--- src/rtl/adder_bist_pkg.sv ---
// Shared types, widths and helper functions for the 3-bit adder self-test driver.
// Optional build macro used by the vector source: BIST_EXHAUSTIVE_EN.
package adder_bist_pkg;

   localparam int OPW  = 3;   // adder operand width
   localparam int IDXW = 10;  // vector index width
   localparam int ERRW = 8;   // error counter width
   localparam int SRCW = 7;   // vector source width: {a[2:0], b[2:0], cin}

   // Feedback taps for x^7 + x^6 + 1 (bits 6 and 5 of the shift register)
   localparam logic [SRCW-1:0] LFSR_TAPS = 7'b110_0000;

   typedef enum logic [1:0] {
      IDLE  = 2'd0,
      RUN   = 2'd1,
      DRAIN = 2'd2,
      DONE  = 2'd3
   } bist_state_e;

   // Reference result of the adder tile: {cout, sum}
   function automatic logic [OPW:0] golden_sum(input logic [OPW-1:0] a,
                                               input logic [OPW-1:0] b,
                                               input logic           cin);
      return {1'b0, a} + {1'b0, b} + {{OPW{1'b0}}, cin};
   endfunction

   // One Fibonacci step: shift towards the MSB, feedback enters at bit 0
   function automatic logic [SRCW-1:0] lfsr_next(input logic [SRCW-1:0] s);
      return {s[SRCW-2:0], ^(s & LFSR_TAPS)};
   endfunction

endpackage

--- src/rtl/bist_vec_src.sv ---
// Operand vector source for the adder self-test.
// Default build: 7-bit Fibonacci LFSR (x^7+x^6+1) seeded with SEED.
// With BIST_EXHAUSTIVE_EN defined: 7-bit binary counter from 0 that wraps,
// covering all 128 operand combinations; SEED is then unused.
// vec presents the vector to issue this cycle; on load it is the start value,
// so the first vector of a run can be issued on the same edge as the reload.
module bist_vec_src
   import adder_bist_pkg::*;
#(
   parameter logic [SRCW-1:0] SEED = 7'h5A
) (
   input  logic            clk,
   input  logic            reset,
   input  logic            load,
   input  logic            step,
   output logic [SRCW-1:0] vec
);

`ifdef BIST_EXHAUSTIVE_EN
   localparam logic [SRCW-1:0] START_VAL = '0;
`else
   localparam logic [SRCW-1:0] START_VAL = SEED;
`endif

   logic [SRCW-1:0] r_state;
   logic [SRCW-1:0] w_next;

   assign vec = load ? START_VAL : r_state;

   // Successor of the vector being issued now
   always_comb begin
`ifdef BIST_EXHAUSTIVE_EN
      w_next = vec + 1'b1;
`else
      w_next = lfsr_next(vec);
`endif
   end

   // Source register: reload to start value, advance once per issued vector
   always_ff @(posedge clk) begin
      if (reset) begin
         r_state <= START_VAL;
      end else if (step) begin
         r_state <= w_next;
      end else if (load) begin
         r_state <= START_VAL;
      end
   end

endmodule

--- src/rtl/adder_bist_driver.sv ---
// On-chip self test for the 3-bit ripple adder tile: drives registered
// operands, delays a golden result alongside each vector by the adder's
// latency, and counts mismatches / records the first failing index.
// Optional build macro (vector source selection): BIST_EXHAUSTIVE_EN.
module adder_bist_driver
   import adder_bist_pkg::*;
#(
   parameter int unsigned     NUM_VECTORS = 1000,  // 1..1023
   parameter int unsigned     LATENCY     = 1,     // 0..7
   parameter logic [SRCW-1:0] LFSR_SEED   = 7'h5A
) (
   input  logic            clk,
   input  logic            reset,
   input  logic            start,
   output logic [OPW-1:0]  op_a,
   output logic [OPW-1:0]  op_b,
   output logic            op_cin,
   input  logic [OPW-1:0]  dut_sum,
   input  logic            dut_cout,
   output logic            busy,
   output logic            done,
   output logic            pass,
   output logic [ERRW-1:0] err_count,
   output logic [IDXW-1:0] first_err_idx
);

   localparam logic [IDXW-1:0] LAST_IDX = IDXW'(NUM_VECTORS - 1);
   localparam logic [ERRW-1:0] ERR_MAX  = {ERRW{1'b1}};

   bist_state_e     r_state;
   bist_state_e     w_state_next;
   logic            w_issue;
   logic            w_src_load;
   logic [IDXW-1:0] w_issue_idx;
   logic [IDXW-1:0] r_idx;
   logic [SRCW-1:0] w_vec;

   logic [OPW-1:0]  r_op_a;
   logic [OPW-1:0]  r_op_b;
   logic            r_op_cin;

   // Golden pipeline: stage k holds the vector issued k edges ago
   logic [OPW:0]    r_exp  [0:LATENCY];
   logic [IDXW-1:0] r_pidx [0:LATENCY];
   logic            r_vld  [0:LATENCY];
   logic            w_pipe_pending;
   logic            w_mismatch;

   logic [ERRW-1:0] r_err;
   logic [IDXW-1:0] r_first;

   bist_vec_src #(
      .SEED (LFSR_SEED)
   ) u_src (
      .clk   (clk),
      .reset (reset),
      .load  (w_src_load),
      .step  (w_issue),
      .vec   (w_vec)
   );

   // Anything still in flight other than the stage being compared this cycle
   always_comb begin
      w_pipe_pending = 1'b0;
      for (int k = 0; k < int'(LATENCY); k++) begin
         w_pipe_pending = w_pipe_pending | r_vld[k];
      end
   end

   // Next-state and issue control; a start in IDLE/DONE issues vector 0 at once
   always_comb begin
      w_state_next = r_state;
      w_issue      = 1'b0;
      w_src_load   = 1'b0;
      w_issue_idx  = r_idx;
      case (r_state)
         IDLE, DONE: begin
            if (start) begin
               w_issue      = 1'b1;
               w_src_load   = 1'b1;
               w_issue_idx  = '0;
               w_state_next = (LAST_IDX == '0) ? DRAIN : RUN;
            end
         end
         RUN: begin
            w_issue = 1'b1;
            if (r_idx == LAST_IDX) begin
               w_state_next = DRAIN;
            end
         end
         DRAIN: begin
            if (!w_pipe_pending) begin
               w_state_next = DONE;
            end
         end
         default: w_state_next = IDLE;
      endcase
   end

   // State register and vector index counter
   always_ff @(posedge clk) begin
      if (reset) begin
         r_state <= IDLE;
         r_idx   <= '0;
      end else begin
         r_state <= w_state_next;
         if (w_issue) begin
            r_idx <= w_issue_idx + 1'b1;
         end
      end
   end

   // Registered operands toward the adder tile; they hold between runs
   always_ff @(posedge clk) begin
      if (reset) begin
         r_op_a   <= '0;
         r_op_b   <= '0;
         r_op_cin <= 1'b0;
      end else if (w_issue) begin
         r_op_a   <= w_vec[6:4];
         r_op_b   <= w_vec[3:1];
         r_op_cin <= w_vec[0];
      end
   end

   // Pipeline entry: golden result and index of the vector issued this edge
   always_ff @(posedge clk) begin
      if (reset) begin
         r_vld[0]  <= 1'b0;
         r_exp[0]  <= '0;
         r_pidx[0] <= '0;
      end else begin
         r_vld[0] <= w_issue;
         if (w_issue) begin
            r_exp[0]  <= golden_sum(w_vec[6:4], w_vec[3:1], w_vec[0]);
            r_pidx[0] <= w_issue_idx;
         end
      end
   end

   genvar gi;
   generate
      for (gi = 1; gi <= int'(LATENCY); gi++) begin : g_stage
         // Delay stage matching one register stage of the adder tile
         always_ff @(posedge clk) begin
            if (reset) begin
               r_vld[gi]  <= 1'b0;
               r_exp[gi]  <= '0;
               r_pidx[gi] <= '0;
            end else begin
               r_vld[gi]  <= r_vld[gi-1];
               r_exp[gi]  <= r_exp[gi-1];
               r_pidx[gi] <= r_pidx[gi-1];
            end
         end
      end
   endgenerate

   assign w_mismatch = r_vld[LATENCY] && ({dut_cout, dut_sum} != r_exp[LATENCY]);

   // Checker: saturating error count, index latched on the first error of a run
   always_ff @(posedge clk) begin
      if (reset) begin
         r_err   <= '0;
         r_first <= '0;
      end else if (w_src_load) begin
         r_err   <= '0;
         r_first <= '0;
      end else if (w_mismatch) begin
         if (r_err == '0) begin
            r_first <= r_pidx[LATENCY];
         end
         if (r_err != ERR_MAX) begin
            r_err <= r_err + 1'b1;
         end
      end
   end

   assign op_a          = r_op_a;
   assign op_b          = r_op_b;
   assign op_cin        = r_op_cin;
   assign busy          = (r_state == RUN) || (r_state == DRAIN);
   assign done          = (r_state == DONE);
   assign pass          = done && (r_err == '0);
   assign err_count     = r_err;
   assign first_err_idx = r_first;

endmodule

--- config.mk ---
export PLATFORM = sky130hd
export DESIGN_NAME = adder_bist_driver
export DESIGN_NICKNAME = d
export VERILOG_FILES = /design/src/rtl/adder_bist_pkg.sv /design/src/rtl/bist_vec_src.sv /design/src/rtl/adder_bist_driver.sv
export SDC_FILE = /design/constraint.sdc
export NUM_CORES = 1
export LEC_CHECK = 0
export ABC_AREA = 1
export BUFFER_PORTS_ARGS = -buffer_cell sky130_fd_sc_hd__buf_2
export CORE_UTILIZATION = 30
export DETAILED_ROUTE_END_ITERATION = 7
export PLACE_DENSITY = 0.5
export SLEW_MARGIN = 25
export SYNTH_ARGS = -nofsm -noshare
export SYNTH_HDL_FRONTEND = slang
export SYNTH_SLANG_ARGS = --single-unit
--- constraint.sdc ---
create_clock -name clk -period 3.4 [get_ports clk]
set_input_delay 0.34 -clock clk [delete_from_list [all_inputs] [get_ports clk]]
set_output_delay 0.34 -clock clk [all_outputs]
set_load 0.01 [all_outputs]
==> impl_metrics.csv, run 1 <==
group,metric,value,unit
cts,cts.root.buffer_cell,"sky130_fd_sc_hd__clkbuf_16",
cts,post_cts_hold_buffer_count,0,
drt,drt_iter0_drc,137,
cts,h_tree_levels,3,
floorplanning,dieHeight,108,um
timing,fin_worst_skew,0.00503,ns
timing,worst_slew_margin_rel,0.542,
timing,setup_viol,0,
synthesis,synth.largest_area_cell,"sky130_fd_sc_hd__dfxtp_1",
worst_hold_path,hp-class,"in -> reg",
finish,finalNetCount,455,
cts,cts_tree,"built",
finish,final_layout_size_suffix_gt1_frac,0.200,
synthesis,yosys_register_bits,74,
place,dpl.hpwl,4.86,mm
drt,detail_route.vias_per_cell,4.43,
place,post-place-cells,565,
worst_setup_path,cp_data_arrival_time,3.05,ns
floorplanning,ios,35,
cts,cts.path.max_buffers,2,
worst_setup_path,critical_path_peak_fanout,12,
synthesis,post-synth-top-area-fraction,0.355,
finish,areaGrowthSynthToFinish,16.5,%
synthesis,synth.yosys.seq_area_share,0.479,
timing,rsz0062_at_grt,"false",
synthesis,netlist_area,0.00339,sq mm
timing,tightest_slew,0.684,ns
worst_setup_path,timing.critical_path.cells,"inv_1 -> ha_1 -> nand2_2 -> inv_2 -> or2_2 -> fa_1 -> fa_1 -> xnor2_1 -> nor2_4",
worst_setup_path,timing.critical_path.slowest_cell_delay,0.45,ns
drt,postRouteAntennaNets,0,
floorplanning,core-area,0.0109,sq mm
synthesis,syn-instance-count,403,
finish,insertedDiodeCount,0,
drt,drtPass1Iterations,4,
cts,clock_latency,0.32,ns
pwr,power.density,784,mW/mm^2
worst_setup_path,crit_path_top_delay_cell,"sky130_fd_sc_hd__fa_1",
grt,grt_usage,0.124,
status,run_status,"completed",
timing,layout_worst_path_cycle_share,0.877,
synthesis,synth.area.top_cells,"sky130_fd_sc_hd__dfxtp_1 35%, sky130_fd_sc_hd__edfxtp_1 12%, sky130_fd_sc_hd__nand2_1 11%, sky130_fd_sc_hd__inv_1 5.5%, sky130_fd_sc_hd__nor2_4 4.0%",
cts,clk_transition_reported_paths,0.06,ns
drt,drt-wirelength-per-cell,11.4,um
finish,final_cells,581,
grt,via_count_of_the_first_global_routing_pass,2416,
run,max-cap-violations,0,
worst_setup_path,critical_path.most_common_cell,"sky130_fd_sc_hd__fa_1",
cts,post_cts_resized,0,
timing,finalWorstSetupSlack,0.417,ns
floorplanning,design.die.area,0.0117,sq mm
floorplanning,row_count,38,
cts,cts.repair_timing.setup_buffer_count,0,
pwr,power.static_leakage,1.72,nW
timing,report.final.slew_viol_count,0,
worst_setup_path,worstSetupStartpointType,"flop",
grt,grt_max_degree,24,
drt,routed-via-count,2576,
floorplanning,floorplan.die.width,108,um
grt,grt_pass1_wl,11.4,mm
cts,clock_sinks,74,
synthesis,number_of_synthesis_warnings,0,
drt,remaining_drc_errors,0,
timing,fin_setup_tns,0,ns
synthesis,mean_instance_size_in_the_synthesized_netlist,8.40,sq um
worst_setup_path,cp.required,3.46,ns
place,gpl.final_weighted_congestion,0.838,
synthesis,synth_nets,422,
place,port_buffers,34,
place,dp_slack,0.370,ns
finish,fillCellCount,1161,
cts,number_of_buffers_created_by_cts,9,
pwr,vdd_drop_max,0.000332,V
worst_setup_path,criticalPathCategory,"reg -> reg",
synthesis,synthDistinctLibCells,37,
timing,finalHoldViolCount,0,
drt,totalWireLength,6.60,mm
timing,maxClockFrequency,0.335,GHz
grt,global_route.overflow_total,0,
worst_setup_path,critical_path.endpoint_type,"flop",
grt,antenna_found_initial,0,
timing,period_needed,2.98,ns
floorplanning,start_util,0.310,
==> area by class of cell <==
| cell class | instances | area (sq um) | share of cell area |
|---|---|---|---|
| Sequential cell | 74 | 1620 | 0.411 |
| Multi-Input combinational cell | 262 | 1470 | 0.371 |
| Clock buffer | 10 | 250 | 0.0634 |
| Inverter | 54 | 203 | 0.0514 |
| Timing Repair Buffer | 35 | 178 | 0.0450 |
| Tap cell | 140 | 175 | 0.0444 |
| Clock inverter | 6 | 52.6 | 0.0133 |
==> power breakdown <==
part | internal, mW | total (mW) | leakage [nW] | switching (mW)
logic | 0.306 | 0.953 | 0.934 | 0.647
registers | 1.12 | 1.21 | 0.644 | 0.0892
clock network | 0.551 | 0.935 | 0.143 | 0.383
total | 1.97 | 3.09 | 1.72 | 1.12
==> state kept, by name, indices dropped and copies added, names as in the netlist <==
register and flops:
first_err_idx 10, u_src.r_state 7, err_count 8, op_a 3, r_vld 2, r_state 2
op_b 3, r_pidx 20, r_exp 8, op_cin 1, r_idx 10
==> cell usage after synthesis <==
cell                       instances
sky130_fd_sc_hd__buf_1             1
sky130_fd_sc_hd__a22o_1            1
sky130_fd_sc_hd__nand2_4           1
sky130_fd_sc_hd__buf_2             4
sky130_fd_sc_hd__nand3_2           2
sky130_fd_sc_hd__o22ai_1           2
sky130_fd_sc_hd__fa_1              2
sky130_fd_sc_hd__o21ai_0          10
sky130_fd_sc_hd__buf_12            1
sky130_fd_sc_hd__nand2_2           6
sky130_fd_sc_hd__o21ai_1           3
sky130_fd_sc_hd__or2_2             4
sky130_fd_sc_hd__ha_1             10
sky130_fd_sc_hd__nand4_1          20
sky130_fd_sc_hd__buf_4             1
sky130_fd_sc_hd__a21oi_1          26
sky130_fd_sc_hd__clkbuf_1          3
sky130_fd_sc_hd__nor2_8            1
sky130_fd_sc_hd__edfxtp_1         14
sky130_fd_sc_hd__inv_2             4
sky130_fd_sc_hd__nor2_1           29
sky130_fd_sc_hd__xnor2_1           1
sky130_fd_sc_hd__o21ai_2           1
sky130_fd_sc_hd__inv_1            50
sky130_fd_sc_hd__nor3b_1           1
sky130_fd_sc_hd__nand4_2           1
sky130_fd_sc_hd__nor2_2            2
sky130_fd_sc_hd__dfxtp_1          60
sky130_fd_sc_hd__nor2_4           12
sky130_fd_sc_hd__o21bai_4          1
sky130_fd_sc_hd__or2_0             1
sky130_fd_sc_hd__nand3_1          18
sky130_fd_sc_hd__nor3_1            3
sky130_fd_sc_hd__buf_6             3
sky130_fd_sc_hd__nand2_1          98
sky130_fd_sc_hd__a21oi_2           2
sky130_fd_sc_hd__xor2_1            4
==> stage by stage <==
| stage | hold WS, ns | power, mW | util | cell area (sq um) |
|---|---|---|---|---|
| after floorplan | 0.403 | 2.01 | - | 3390 |
| after global placement | 0.424 | 2.18 | 0.333 | 3640 |
| after detailed placement | 0.423 | 2.19 | 0.333 | 3640 |
| after CTS | 0.418 | 3.15 | 0.361 | 3950 |
| after global routing | 0.432 | 3.32 | 0.361 | 3950 |
| final | 0.419 | 3.09 | 0.361 | 3950 |
==> metal layers <==
metal | part of all wire | vias up | global-route usage
met4 | 0.0044 | 0 | 0.0294
met1 | 0.50 | 1165 | 0.158
met2 | 0.47 | 38 | 0.205
met3 | 0.032 | 2 | 0.0362
met5 | 0 | - | 0
li1 | - | 1371 | -
==> cell usage in the layout, fill, tap and decap left out, types with 10 or more instances in the layout <==
| cell type | instances |
|---|---|
| sky130_fd_sc_hd__clkbuf_16 | 10 |
| sky130_fd_sc_hd__nand4_1 | 20 |
| sky130_fd_sc_hd__a21oi_1 | 26 |
| sky130_fd_sc_hd__ha_1 | 10 |
| sky130_fd_sc_hd__nor2_4 | 12 |
| sky130_fd_sc_hd__dfxtp_1 | 60 |
| sky130_fd_sc_hd__o21ai_0 | 10 |
| sky130_fd_sc_hd__inv_1 | 50 |
| sky130_fd_sc_hd__buf_2 | 34 |
| sky130_fd_sc_hd__nand3_1 | 18 |
| sky130_fd_sc_hd__nor2_1 | 29 |
| sky130_fd_sc_hd__nand2_1 | 98 |
| sky130_fd_sc_hd__edfxtp_1 | 14 |
==> critical path: cells and delay by family (launching register included) <==
kind,cells,cell delay [ns]
xor+xnor,1,0.24
fa+ha+maj,3,1.16
buf+inv,2,0.27
flops,1,0.41
simple gates,3,0.65
==> path summary, 6_finish.rpt <==
path | start | to | slack [ns] | cells after the start
setup / recovery | r_state[0] | r_exp[0][2] | 0.42 | 9
hold / removal | reset | r_exp[1][3] | 0.42 | 2
setup reg to reg | r_state[0] | r_exp[0][2] | 0.42 | 9
hold reg to reg | r_vld[0] | r_vld[1] | 0.43 | 2
==> logic make-up (layout without fill, tap and decap cells) <==
kind of cell | Yosys count | after routing | synth area share
flops | 74 | 74 | 0.479
buf+inv | 67 | 105 | 0.0883
simple gates | 199 | 199 | 0.294
compound gates | 46 | 46 | 0.0772
xor+xnor | 5 | 5 | 0.0129
fa+ha+maj | 12 | 12 | 0.0488
Power figures use the tool's default switching activity.
==> inputs of run 2 (changes only) <==
--- a/config.mk
+++ b/config.mk
@@ -5,7 +5,6 @@
 export SDC_FILE = /design/constraint.sdc
 export NUM_CORES = 1
 export LEC_CHECK = 0
-export ABC_AREA = 1
 export BUFFER_PORTS_ARGS = -buffer_cell sky130_fd_sc_hd__buf_2
 export CORE_UTILIZATION = 30
 export DETAILED_ROUTE_END_ITERATION = 7
==> constraint.sdc (replaced) <==
create_clock -name clk -period 3.4 [get_ports clk]
set_input_delay 0.17 -clock clk [delete_from_list [all_inputs] [get_ports clk]]
set_output_delay 0.17 -clock clk [all_outputs]
set_load 0.01 [all_outputs]
==> run 2 against run 1 <==
  * Synthesized cell count decreased by 14%
  * Utilization about the same
  * Global-route usage up 0.54 points
  * First-iteration DRC count grew 33%
  * Worst hold slack worse by 0.17 ns
  * Count of clock-buffer cells in the layout is 2 higher
  * Critical path type unchanged
  * Largest cell class unchanged
==> impl_metrics.csv, run 2 <==
group,metric,value,unit
floorplanning,core-area,0.0104,sq mm
cts,clock_sinks,74,
grt,global_route.overflow_total,0,
pwr,vdd_drop_max,0.000303,V
drt,drtPass1Iterations,4,
synthesis,syn-instance-count,345,
floorplanning,start_util,0.311,
pwr,power.static_leakage,1.45,nW
cts,post_cts_resized,0,
drt,postRouteAntennaNets,0,
drt,met1Wirelength,3.49,mm
grt,grt_max_degree,43,
synthesis,synth-async-reset-ratio,0,
finish,registers.top_by_ff_count,"r_pidx",
drt,detailed_routed_wire_length_on_met3,261,um
finish,areaGrowthSynthToFinish,15.8,%
cts,post_cts_hold_buffer_count,0,
finish,mostFrequentLayoutCells,"60 x sky130_fd_sc_hd__dfxtp_1, 34 x sky130_fd_sc_hd__buf_2, 33 x sky130_fd_sc_hd__a21oi_1, 29 x sky130_fd_sc_hd__nand2_1",
drt,drt-wirelength-per-cell,13.3,um
synthesis,synth.area.top_cells,"sky130_fd_sc_hd__dfxtp_1 37%, sky130_fd_sc_hd__edfxtp_1 13%, sky130_fd_sc_hd__a21oi_1 5.1%, sky130_fd_sc_hd__ha_1 3.9%, sky130_fd_sc_hd__nand2_1 3.4%",
timing,period_needed,2.71,ns
worst_setup_path,critical_path_peak_fanout,11,
worst_setup_path,cp_data_arrival_time,2.80,ns
floorplanning,design.die.area,0.0112,sq mm
cts,cts_tree,"built",
synthesis,synth.yosys.seq_area_share,0.500,
finish,insertedDiodeCount,0,
synthesis,synth_compound_area_frac,0.151,
timing,fin_setup_tns,0,ns
timing,rsz0062_at_grt,"false",
synthesis,synthDistinctLibCells,45,
run,max-cap-violations,0,
cts,clk_transition_reported_paths,0.09,ns
finish,final_layout_size_suffix_gt1_frac,0.156,
cts,cts.repair_timing.setup_buffer_count,0,
grt,via_count_of_the_first_global_routing_pass,2262,
drt,remaining_drc_errors,0,
worst_setup_path,criticalPathCategory,"reg -> reg",
timing,layout_worst_path_cycle_share,0.798,
worst_setup_path,critical_path.endpoint_type,"flop",
timing,report.final.slew_viol_count,0,
synthesis,post-synth-top-count-cell,"sky130_fd_sc_hd__dfxtp_1",
timing,tightest_slew,0.880,ns
synthesis,synth_top_flop_cell,"sky130_fd_sc_hd__dfxtp_1",
finish,final_common_cell,"sky130_fd_sc_hd__dfxtp_1",
worst_setup_path,cp.required,3.49,ns
synthesis,synthSimpleGateAreaFrac,0.221,
synthesis,synth_adder_area_share,0.0509,
drt,totalWireLength,6.83,mm
drt,dr.max_layer_used,"met4",
floorplanning,ios,35,
drt,met2_length,2.99,mm
finish,seqCellArea,0.00162,sq mm
place,gpl.final_weighted_congestion,0.793,
synthesis,netlist_area,0.00324,sq mm
synthesis,synth_enable_flop_cells,14,
synthesis,synth_nets,364,
drt,drt_iter0_drc,182,
finish,design_area,0.00376,sq mm
cts,number_of_buffers_created_by_cts,9,
grt,antenna_found_initial,0,
place,port_buffers,34,
floorplanning,row_count,37,
synthesis,post_synth_mux_area_share,0.0158,
pwr,power.density,762,mW/mm^2
worst_setup_path,worstSetupStartpointType,"flop",
timing,fin_worst_skew,0.00914,ns
floorplanning,dieHeight,106,um
timing,worst_slew_margin_rel,0.412,
worst_hold_path,hp-class,"in -> reg",
finish,multiInputGateArea,0.00148,sq mm
timing,maxClockFrequency,0.369,GHz
cts,clock_latency,0.35,ns
synthesis,post-synth-top-area-fraction,0.370,
synthesis,yosys_register_bits,74,
grt,grt_pass1_wl,11.4,mm
timing,setup_viol,0,
finish,largest_reg_flops,20,
synthesis,synth-xor-area-share,0.0162,
drt,detail_route.vias_per_cell,4.82,
status,run_status,"completed",
timing,finalHoldViolCount,0,
finish,finalNetCount,392,
synthesis,main_combinational_cell_family_by_area_after_synthesis,"simple AND/OR/NAND/NOR gates",
synthesis,yosys-top-cells-count,"60 x sky130_fd_sc_hd__dfxtp_1, 33 x sky130_fd_sc_hd__a21oi_1, 29 x sky130_fd_sc_hd__nand2_1",
finish,fillCellCount,1058,
floorplanning,floorplan.die.width,106,um
grt,grt_usage,0.129,
place,place_area,0.00352,sq mm
cts,cts.path.max_buffers,2,
drt,routed-via-count,2478,
synthesis,number_of_synthesis_warnings,0,
cts,h_tree_levels,3,
synthesis,mean_instance_size_in_the_synthesized_netlist,9.40,sq um
place,dpl.hpwl,4.54,mm
synthesis,synth.largest_area_cell,"sky130_fd_sc_hd__dfxtp_1",
cts,cts.root.buffer_cell,"sky130_fd_sc_hd__clkbuf_8",
[run 2: cell types whose count changed in the layout (fill, tap and decap cells not counted), moves of 12 or more]
cell                      delta
sky130_fd_sc_hd__nand2_1    -69
sky130_fd_sc_hd__inv_1      -37
sky130_fd_sc_hd__nor2b_1    +16
sky130_fd_sc_hd__nand4_1    -15
sky130_fd_sc_hd__and2_1     +17
sky130_fd_sc_hd__nor2_4     -12
[run 2: path summary, 6_finish.rpt]
| kind | start | endpoint | slack, ns | depth (start not counted) |
|---|---|---|---|---|
| setup / recovery | r_state[0] | r_exp[0][2] | 0.69 | 8 |
| hold / removal | start | r_state[1] | 0.25 | 3 |
| setup reg to reg | r_state[0] | r_exp[0][2] | 0.69 | 8 |
| hold reg to reg | r_pidx[1][6] | first_err_idx[6] | 0.45 | 2 |
[run 2: power by group]
part	total [mW]	switching, mW	internal (mW)
Sequential	1.17	0.0750	1.09
Clock	0.768	0.341	0.428
Combinational	0.925	0.580	0.345
[run 2: through the flow]
stage | cells | hold WS, ns | power, mW | worst slack, ns | utilization
final | 514 | 0.249 | 2.86 | 0.687 | 0.361
after global routing | 514 | 0.247 | 3.08 | 0.520 | 0.361
after CTS | 514 | 0.227 | 2.90 | 0.707 | 0.361
after detailed placement | 498 | 0.439 | 2.12 | 0.704 | 0.338
after global placement | 498 | 0.434 | 2.12 | 0.777 | 0.338
after floorplan | 345 | 0.424 | 1.87 | 0.779 | -
[run 2: critical path: stages, from the launching register on]
cell and delay [ns]:
sky130_fd_sc_hd__dfxtp_1 0.39, sky130_fd_sc_hd__inv_1 0.09, sky130_fd_sc_hd__ha_1 0.37, sky130_fd_sc_hd__nand2_1 0.25, sky130_fd_sc_hd__and2_1 0.29, sky130_fd_sc_hd__fa_1 0.46, sky130_fd_sc_hd__fa_1 0.39, sky130_fd_sc_hd__xnor2_1 0.15
sky130_fd_sc_hd__nor3_1 0.06
[run 2: layer usage]
metal  track usage  vias to the layer above
met1         0.176                     1143
met4        0.0526                        0
met5             0                        -
met2         0.191                       53
met3        0.0386                        8
li1              -                     1274
[run 2: area by class of cell]
type	instances	share of cell area
clock buffers	12	0.0470
clock inverters	4	0.0147
inverters	13	0.0130
multi-input cells	236	0.393
flip-flops and latches	74	0.432
well taps	136	0.0453
repair buffers	39	0.0553
[run 2: cell families after synthesis]
family | Yosys count
xor gates and xnor gates | 6
AOI/OAI and AO/OA | 79
buffers and inverters | 35
adders and majority gates | 12
muxes | 5
and+or+nand+nor | 134
DFF | 74
==> inputs of run 3 (changes only) <==
--- a/config.mk
+++ b/config.mk
@@ -8,7 +8,7 @@
 export BUFFER_PORTS_ARGS = -buffer_cell sky130_fd_sc_hd__buf_2
 export CORE_UTILIZATION = 30
 export DETAILED_ROUTE_END_ITERATION = 7
-export PLACE_DENSITY = 0.5
+export PLACE_DENSITY = 0.52
 export SLEW_MARGIN = 25
 export SYNTH_ARGS = -nofsm -noshare
 export SYNTH_HDL_FRONTEND = slang
==> constraint.sdc (replaced) <==
create_clock -name clk -period 2.3 [get_ports clk]
set_input_delay 0.115 -clock clk [delete_from_list [all_inputs] [get_ports clk]]
set_output_delay 0.115 -clock clk [all_outputs]
set_load 0.01 [all_outputs]
==> run 3 against run 2 <==
  * Global-route usage down 0.18 points
  * Via count increased by 2.1%
  * Utilization rose by 0.43 points
  * Power rose by 46%
  * Largest power group unchanged
==> impl_metrics.csv, run 3 (synthesis gave the netlist of run 2 again) <==
group,metric,value,unit
worst_setup_path,cp_data_arrival_time,2.26,ns
floorplanning,dieHeight,106,um
grt,grt_usage,0.128,
cts,number_of_buffers_created_by_cts,9,
timing,rsz0062_at_grt,"false",
finish,finalNetCount,397,
worst_setup_path,critical_path_peak_fanout,6,
worst_setup_path,timing.critical_path.cells,"inv_2 -> ha_4 -> and2_4 -> nor2_2 -> inv_1 -> fa_2 -> fa_2 -> xnor2_1 -> nor3_1",
finish,largest_reg_flops,20,
place,post-place-cells,503,
place,gpl.final_weighted_congestion,0.804,
place,port_buffers,34,
timing,report.final.slew_viol_count,0,
timing,finalHoldViolCount,0,
drt,drt-wirelength-per-cell,13.1,um
pwr,power.static_leakage,1.46,nW
pwr,p_int,2.68,mW
finish,fillCellCount,1092,
floorplanning,design.die.area,0.0112,sq mm
floorplanning,start_util,0.311,
timing,setup_viol,0,
cts,cts.repair_timing.setup_buffer_count,0,
timing,period_needed,2.18,ns
status,run_status,"completed",
pwr,power.density,1100,mW/mm^2
cts,h_tree_levels,3,
cts,clock_sinks,74,
finish,areaGrowthSynthToFinish,17.2,%
cts,cts.path.max_buffers,2,
run,max-cap-violations,0,
timing,fin_setup_tns,0,ns
finish,final_common_cell,"sky130_fd_sc_hd__dfxtp_1",
worst_setup_path,timing.critical_path.slowest_cell_delay,0.37,ns
worst_setup_path,worst-r2r-setup-slack,0.12,ns
cts,clk_transition_reported_paths,0.08,ns
worst_setup_path,criticalPathCategory,"reg -> reg",
pwr,switching_share,0.360,
pwr,switchingPower,1.51,mW
floorplanning,row_count,37,
drt,routed-via-count,2529,
worst_setup_path,critical_path.most_common_cell,"sky130_fd_sc_hd__fa_2",
pwr,share_seq_of_total_power,0.414,
finish,multiInputGateArea,0.00151,sq mm
grt,antenna_found_initial,0,
worst_setup_path,worstSetupStartpointType,"flop",
timing,worst_slew_margin_rel,0.602,
pwr,vdd_drop_max,0.000581,V
worst_setup_path,crit_path_top_delay_cell,"sky130_fd_sc_hd__dfxtp_4",
timing,tightest_slew,0.597,ns
drt,drt_iter0_drc,92,
finish,registers.top_by_ff_count,"r_pidx",
timing,worst_hold_slack_across_all_endpoints,0.197,ns
worst_setup_path,cp.required,2.38,ns
finish,mostFrequentLayoutCells,"58 x sky130_fd_sc_hd__dfxtp_1, 34 x sky130_fd_sc_hd__buf_2, 33 x sky130_fd_sc_hd__a21oi_1, 28 x sky130_fd_sc_hd__nand2_1, 19 x sky130_fd_sc_hd__o21ai_0",
cts,cts_tree,"built",
drt,remaining_drc_errors,0,
floorplanning,floorplan.die.width,106,um
cts,clock_latency,0.34,ns
cts,cts.root.buffer_cell,"sky130_fd_sc_hd__clkbuf_8",
pwr,power.share.clock,0.230,
worst_hold_path,hp-class,"in -> reg",
drt,drtPass1Iterations,4,
timing,fin_worst_skew,0.0111,ns
pwr,logic_pwr_share,0.356,
finish,seqCellArea,0.00163,sq mm
drt,detail_route.vias_per_cell,4.87,
grt,via_count_of_the_first_global_routing_pass,2297,
timing,layout_worst_path_cycle_share,0.946,
floorplanning,core-area,0.0104,sq mm
drt,totalWireLength,6.77,mm
place,dpl.hpwl,4.74,mm
floorplanning,ios,35,
finish,final_cells,519,
timing,maxClockFrequency,0.460,GHz
drt,postRouteAntennaNets,0,
grt,grt_max_degree,25,
finish,final_layout_size_suffix_gt1_frac,0.198,
grt,grt_pass1_wl,11.3,mm
finish,insertedDiodeCount,0,
grt,global_route.overflow_total,0,
worst_setup_path,critical_path.endpoint_type,"flop",
## run 3: per-layer routing
metal,up-vias,wire length [um],global-route usage
met5,-,0,0
met4,0,55,0.0556
met3,6,228,0.0362
met2,45,3040,0.186
met1,1191,3450,0.175
li1,1287,-,-
## run 3: through the flow
stage	area [sq um]	setup slack (ns)	util	power (mW)
2_1_floorplan	3280	0.00806	-	2.83
3_5_place_dp	3590	0.0225	0.344	3.23
3_3_place_gp	3590	0.104	0.344	3.22
5_1_grt	3800	0.00237	0.365	4.50
6_report	3800	0.125	0.365	4.19
4_1_cts	3780	0.0146	0.363	4.22
## run 3: repair_timing
item | 4_1_cts | 5_1_grt
setup endpoints to repair | 0 | 3
resized for setup | 0 | 8
hold buffers | 0 | 0
## run 3: path summary, 6_finish.rpt
path	start	end	depth (start not counted)
setup / recovery	r_state[0]	r_exp[0][2]	9
hold reg to reg	r_exp[0][0]	r_exp[1][0]	1
setup reg to reg	r_state[0]	r_exp[0][2]	9
hold / removal	reset	op_b[1]	2
## run 3: final cells by class
cell class | instances | area share
timing repair buffer | 44 | 0.0655
clock buffer | 10 | 0.0392
multi-input combinational | 236 | 0.398
sequential | 74 | 0.428
tap | 136 | 0.0448
inverter | 13 | 0.0128
clock inverter | 6 | 0.0122
## run 3: critical path: cells and delay by family (launching register included)
| family | cells | cell delay, ns |
|---|---|---|
| fa+ha+maj | 3 | 0.97 |
| flops | 1 | 0.37 |
| simple gates | 3 | 0.31 |
| xor+xnor | 1 | 0.14 |
| buf+inv | 2 | 0.13 |
## run 3: power by group through the flow
| stage | clock (mW) | combinational [mW] | sequential [mW] |
|---|---|---|---|
| 5_1_grt | 1.05 | 1.68 | 1.77 |
| 3_3_place_gp | 0 | 1.47 | 1.76 |
| 6_report | 0.963 | 1.49 | 1.74 |
| 4_1_cts | 1.00 | 1.49 | 1.73 |
| 3_5_place_dp | 0 | 1.47 | 1.76 |
| 2_1_floorplan | 0 | 1.07 | 1.76 |
